## src/rtl/full_adder_pkg.sv

```systemverilog
// Shared constants and a reference model for the ripple-carry adder.
// Optional signed-overflow output is enabled by defining FULL_ADDER_OVF_EN.
package full_adder_pkg;

   localparam int FA_DEFAULT_WIDTH = 1;
   localparam int FA_MAX_WIDTH     = 64;

   // Golden {c, s} for operands zero-extended to the maximum width.
   function automatic logic [FA_MAX_WIDTH:0] fa_ref(
      input logic [FA_MAX_WIDTH-1:0] a,
      input logic [FA_MAX_WIDTH-1:0] b,
      input logic                    cin
   );
      return {1'b0, a} + {1'b0, b} + {{FA_MAX_WIDTH{1'b0}}, cin};
   endfunction

endpackage

```

## src/rtl/full_adder_cell.sv

```systemverilog
// Single-bit full adder cell, the building block of the ripple chain.
module fa_cell (
   input  logic a,
   input  logic b,
   input  logic cin,
   output logic s,
   output logic cout
);

   assign s    = a ^ b ^ cin;
   assign cout = (a & b) | (a & cin) | (b & cin);

endmodule

```

## src/rtl/full_adder.sv

```systemverilog
// Parameterizable ripple-carry adder with optional output register and valid.
// Define FULL_ADDER_OVF_EN to add the signed overflow output ovf.
module full_adder
   import full_adder_pkg::*;
#(
   parameter int WIDTH   = FA_DEFAULT_WIDTH,
   parameter bit REG_OUT = 1'b1
) (
   input  logic             clk,
   input  logic             rst,
   input  logic             in_valid,
   input  logic [WIDTH-1:0] a,
   input  logic [WIDTH-1:0] b,
   input  logic             cin,
   output logic [WIDTH-1:0] s,
   output logic             c,
   output logic             out_valid
`ifdef FULL_ADDER_OVF_EN
   ,
   output logic             ovf
`endif
);

   logic [WIDTH:0]   carry;
   logic [WIDTH-1:0] sum;

   if (WIDTH < 1 || WIDTH > FA_MAX_WIDTH) begin : g_bad_width
      $error("full_adder: WIDTH out of range 1..64");
   end

   assign carry[0] = cin;

   for (genvar i = 0; i < WIDTH; i++) begin : g_cell
      fa_cell u_cell (
         .a    (a[i]),
         .b    (b[i]),
         .cin  (carry[i]),
         .s    (sum[i]),
         .cout (carry[i+1])
      );
   end

`ifdef FULL_ADDER_OVF_EN
   logic ovf_comb;

   // Signed overflow: carry into the MSB disagrees with carry out of it.
   assign ovf_comb = carry[WIDTH-1] ^ carry[WIDTH];
`endif

   if (REG_OUT) begin : g_reg
      always_ff @(posedge clk or posedge rst) begin
         if (rst) begin
            s         <= '0;
            c         <= 1'b0;
            out_valid <= 1'b0;
`ifdef FULL_ADDER_OVF_EN
            ovf       <= 1'b0;
`endif
         end else begin
            out_valid <= in_valid;
            if (in_valid) begin
               s <= sum;
               c <= carry[WIDTH];
`ifdef FULL_ADDER_OVF_EN
               ovf <= ovf_comb;
`endif
            end
         end
      end
   end else begin : g_comb
      // Clock and reset are intentionally ignored in the combinational build.
      logic unused_clk_rst;

      assign unused_clk_rst = clk ^ rst;
      assign s              = sum;
      assign c              = carry[WIDTH];
      assign out_valid      = in_valid;
`ifdef FULL_ADDER_OVF_EN
      assign ovf            = ovf_comb;
`endif
   end

endmodule

```

## config.mk

```make
export PLATFORM = sky130hd
export DESIGN_NAME = full_adder
export DESIGN_NICKNAME = d
export VERILOG_FILES = /design/src/rtl/full_adder_pkg.sv /design/src/rtl/full_adder_cell.sv /design/src/rtl/full_adder.sv
export SDC_FILE = /design/constraint.sdc
export NUM_CORES = 1
export LEC_CHECK = 0
export ABC_AREA = 1
export CAP_MARGIN = 20
export CORE_AREA = 2 2 39 41
export CTS_CLUSTER_SIZE = 30
export DETAILED_ROUTE_END_ITERATION = 7
export DIE_AREA = 0 0 41 43
export HOLD_SLACK_MARGIN = 0.15
export PLACE_DENSITY = 0.35
export SLEW_MARGIN = 0
export SYNTH_ARGS = -nofsm -noshare
export SYNTH_HDL_FRONTEND = slang
export SYNTH_SLANG_ARGS = --single-unit
export TNS_END_PERCENT = 1
```

## constraint.sdc

```tcl
create_clock -name clk -period 0.8 [get_ports clk]
set_clock_uncertainty 0.1 [all_clocks]
set_input_delay 0.08 -clock clk [delete_from_list [all_inputs] [get_ports clk]]
set_output_delay 0.08 -clock clk [all_outputs]
set_load 0.03 [all_outputs]
```

==> impl_metrics.sql <==
INSERT INTO impl_metrics (metric_group, metric, value, unit) VALUES
('final_layout', 'synthToLayoutAreaGrowth', '120', '%'),
('final_layout', 'drive_gt1_frac', '0.444', ''),
('final_layout', 'insertedDiodeCount', '0', ''),
('timing', 'max_slew.worst_pin.slew', '0.130', 'ns'),
('worst_setup_path', 'worst-path-buf-inv', '1', ''),
('clock_tree', 'tritoncts_num_sinks', '3', ''),
('run_status', 'run_status', 'finished, violations left', ''),
('clock_tree', 'tritoncts_clock_tree', 'built', ''),
('floorplan', 'fp.dieH', '43', 'um'),
('clock_tree', 'path_clk_slew', '0.03', 'ns'),
('grt', 'global_route_congestion_overflow_total', '0', ''),
('clock_tree', 'cts_buffers', '3', ''),
('timing', 'maxClockFrequency', '1060', 'MHz'),
('final_layout', 'layout_common_cells', 'nand2_1 (5), dfrtp_1 (3), clkbuf_4 (3), buf_6 (3)', ''),
('worst_setup_path', 'path_class', 'reg2out', ''),
('timing', 'finalWorstSetupSlack', '-0.143', 'ns'),
('logic_synthesis', 'synth.net_count', '19', ''),
('logic_synthesis', 'post_synthesis_mean_instance_area', '10.4', 'um2'),
('clock_tree', 'clk_path_buf_depth', '2', ''),
('route', 'initialDrtViolationCount', '1', ''),
('logic_synthesis', 'top_post_synthesis_cells_by_area', 'dfrtp_1 (60%), nand2_1 (18%), fa_1 (16%)', ''),
('route', 'drtPass1Iterations', '2', ''),
('worst_setup_path', 'crit_path_end_kind', 'primary output', ''),
('worst_setup_path', 'timing.critical_path.slowest_stage_cell', 'dfrtp_1', ''),
('power_and_ir_drop', 'leakage', '0.147', 'nW'),
('worst_setup_path', 'family_with_the_most_delay_on_the_worst_path', 'flip-flops', ''),
('worst_setup_path', 'worstReg2RegStart', 's$_DFFE_PP0P_', ''),
('worst_setup_path', 'critical_path.startpoint', 's$_DFFE_PP0P_', ''),
('worst_setup_path', 'slack_of_the_worst_reg_to_reg_path', '-0.03', 'ns'),
('grt', 'maximum_number_of_pins_on_one_net_before_global_route_repair', '5', ''),
('floorplan', 'floorplan.die.width', '41', 'um'),
('route', 'drt-vias-per-instance', '3.12', ''),
('grt', 'grt_pass1_wl', '483', 'um'),
('timing', 'rsz_0062_raised_after_global_routing', 'true', ''),
('timing', 'timing.max_slew.rel_slack', '0.913', ''),
('floorplan', 'rows', '14', ''),
('clock_tree', 'h-tree-depth', '1', ''),
('worst_setup_path', 'critPathMaxStageDelay', '0.39', 'ns'),
('clock_tree', 'clk-insertion-delay-late', '0.23', 'ns'),
('logic_synthesis', 'yosys_warnings', '0', ''),
('timing', 'finalCriticalPeriod', '0.943', 'ns'),
('logic_synthesis', 'synthesis.area', '125', 'um2'),
('floorplan', 'num_io_pins', '9', ''),
('worst_setup_path', 'r2r-end', 's$_DFFE_PP0P_', ''),
('worst_setup_path', 'timing.critical_path.cells', 'buf_6', ''),
('route', 'routed_wirelength', '310', 'um'),
('timing', 'setup-tns-final', '-0.454', 'ns'),
('worst_setup_path', 'arrival_time_at_the_worst_endpoint', '0.76', 'ns'),
('floorplan', 'fp.dieArea', '1760', 'um2'),
('route', 'detail-route-antenna-nets', '0', ''),
('run_status', 'violated_checks', 'negative setup slack', ''),
('grt', 'antenna_found_initial', '0', ''),
('place', 'port-buffer-count', '8', ''),
('worst_setup_path', 'startpoint_type', 'flip-flop', ''),
('final_layout', 'layout_commonest_cell', 'nand2_1', ''),
('final_layout', 'finalNetCount', '35', ''),
('logic_synthesis', 'synth.distinct_cells', '4', ''),
('floorplan', 'initial_core_util', '0.0904', ''),
('route', 'drc', '0', ''),
('timing', 'report.final.setup_viol', '5', ''),
('job', 'cap_violations', '0', ''),
('final_layout', 'finish.cell_count_without_fillers', '43', ''),
('logic_synthesis', 'syn_inst', '12', ''),
('timing', 'maxSlewViolCount', '0', ''),
('worst_setup_path', 'maximum_fanout_encountered_on_the_critical_timing_path', '2', ''),
('worst_setup_path', 'rr_worst_depth', '3', ''),
('place', 'dp.cells', '36', ''),
('place', 'preCtsSetupSlack', '-0.526', 'ns'),
('route', 'dr_total_vias', '134', ''),
('grt', 'global_route.usage.total', '0.0504', ''),
('clock_tree', 'cts-root-buf', 'clkbuf_4', '');
[routing by layer]
metal,up-vias,track usage,wire length [um]
met3,2,0.0314,43
met1,58,0.0422,129
met2,11,0.0500,118
met5,-,0,0
li1,63,-,-
met4,0,0.100,19
[flip-flops by register name, indices dropped and copies added, names as in the netlist]
name / cells
s: 1
out_valid: 1
c: 1
[area by class of cell]
cell class | instances | area [um2]
clock buffers | 4 | 26.3
well taps | 16 | 20.0
fillers | 156 | 1110
inverters | 2 | 7.51
repair buffers | 11 | 101
flip-flops and latches | 3 | 75.1
multi-input cells | 7 | 45.0
[cell usage after synthesis]
| master | n |
|---|---|
| nand2_1 | 6 |
| inv_1 | 2 |
| fa_1 | 1 |
| dfrtp_1 | 3 |
[stage by stage]
| stage | util | instance area, um2 | total power [mW] | hold slack [ns] |
|---|---|---|---|---|
| 2_1_floorplan | - | 125 | 0.230 | -0.266 |
| 3_3_place_gp | 0.157 | 218 | 0.287 | 0.159 |
| 3_5_place_dp | 0.157 | 218 | 0.290 | 0.152 |
| 4_1_cts | 0.184 | 255 | 0.576 | 0.122 |
| 5_1_grt | 0.199 | 275 | 0.612 | 0.157 |
| 6_report | 0.199 | 275 | 0.584 | 0.130 |
[repair_timing]
item | CTS | global route
resized for setup | 13 | 3
hold endpoints to repair | 5 | 0
setup endpoints to repair | 5 | 7
pin swaps | 2 | 1
hold buffers | 1 | 0
setup buffers | 0 | 2
[logic make-up after synthesis]
logic type,after synthesis,synth area share
adders and majority gates,1,0.160
and+or+nand+nor,6,0.180
DFF,3,0.600
buffers and inverters,2,0.0600
[how the worst min path moves through the flow]
stage | from | endpoint | slack, ns | depth (start not counted)
floorplan | rst | c$_DFFE_PP0P_ | -0.27 | 1
global placement | rst | out_valid$_DFF_PP0_ | 0.16 | 2
finish | cin | s$_DFFE_PP0P_ | 0.13 | 4
detailed placement | rst | out_valid$_DFF_PP0_ | 0.15 | 2
CTS | cin | s$_DFFE_PP0P_ | 0.12 | 4
global route | cin | s$_DFFE_PP0P_ | 0.16 | 4
[report_power, final]
part	switching (mW)	internal, mW
combinational	0.0653	0.0729
sequential	0.0116	0.169
clock	0.0789	0.187
total	0.156	0.428
(Power assumes the default switching activity.)
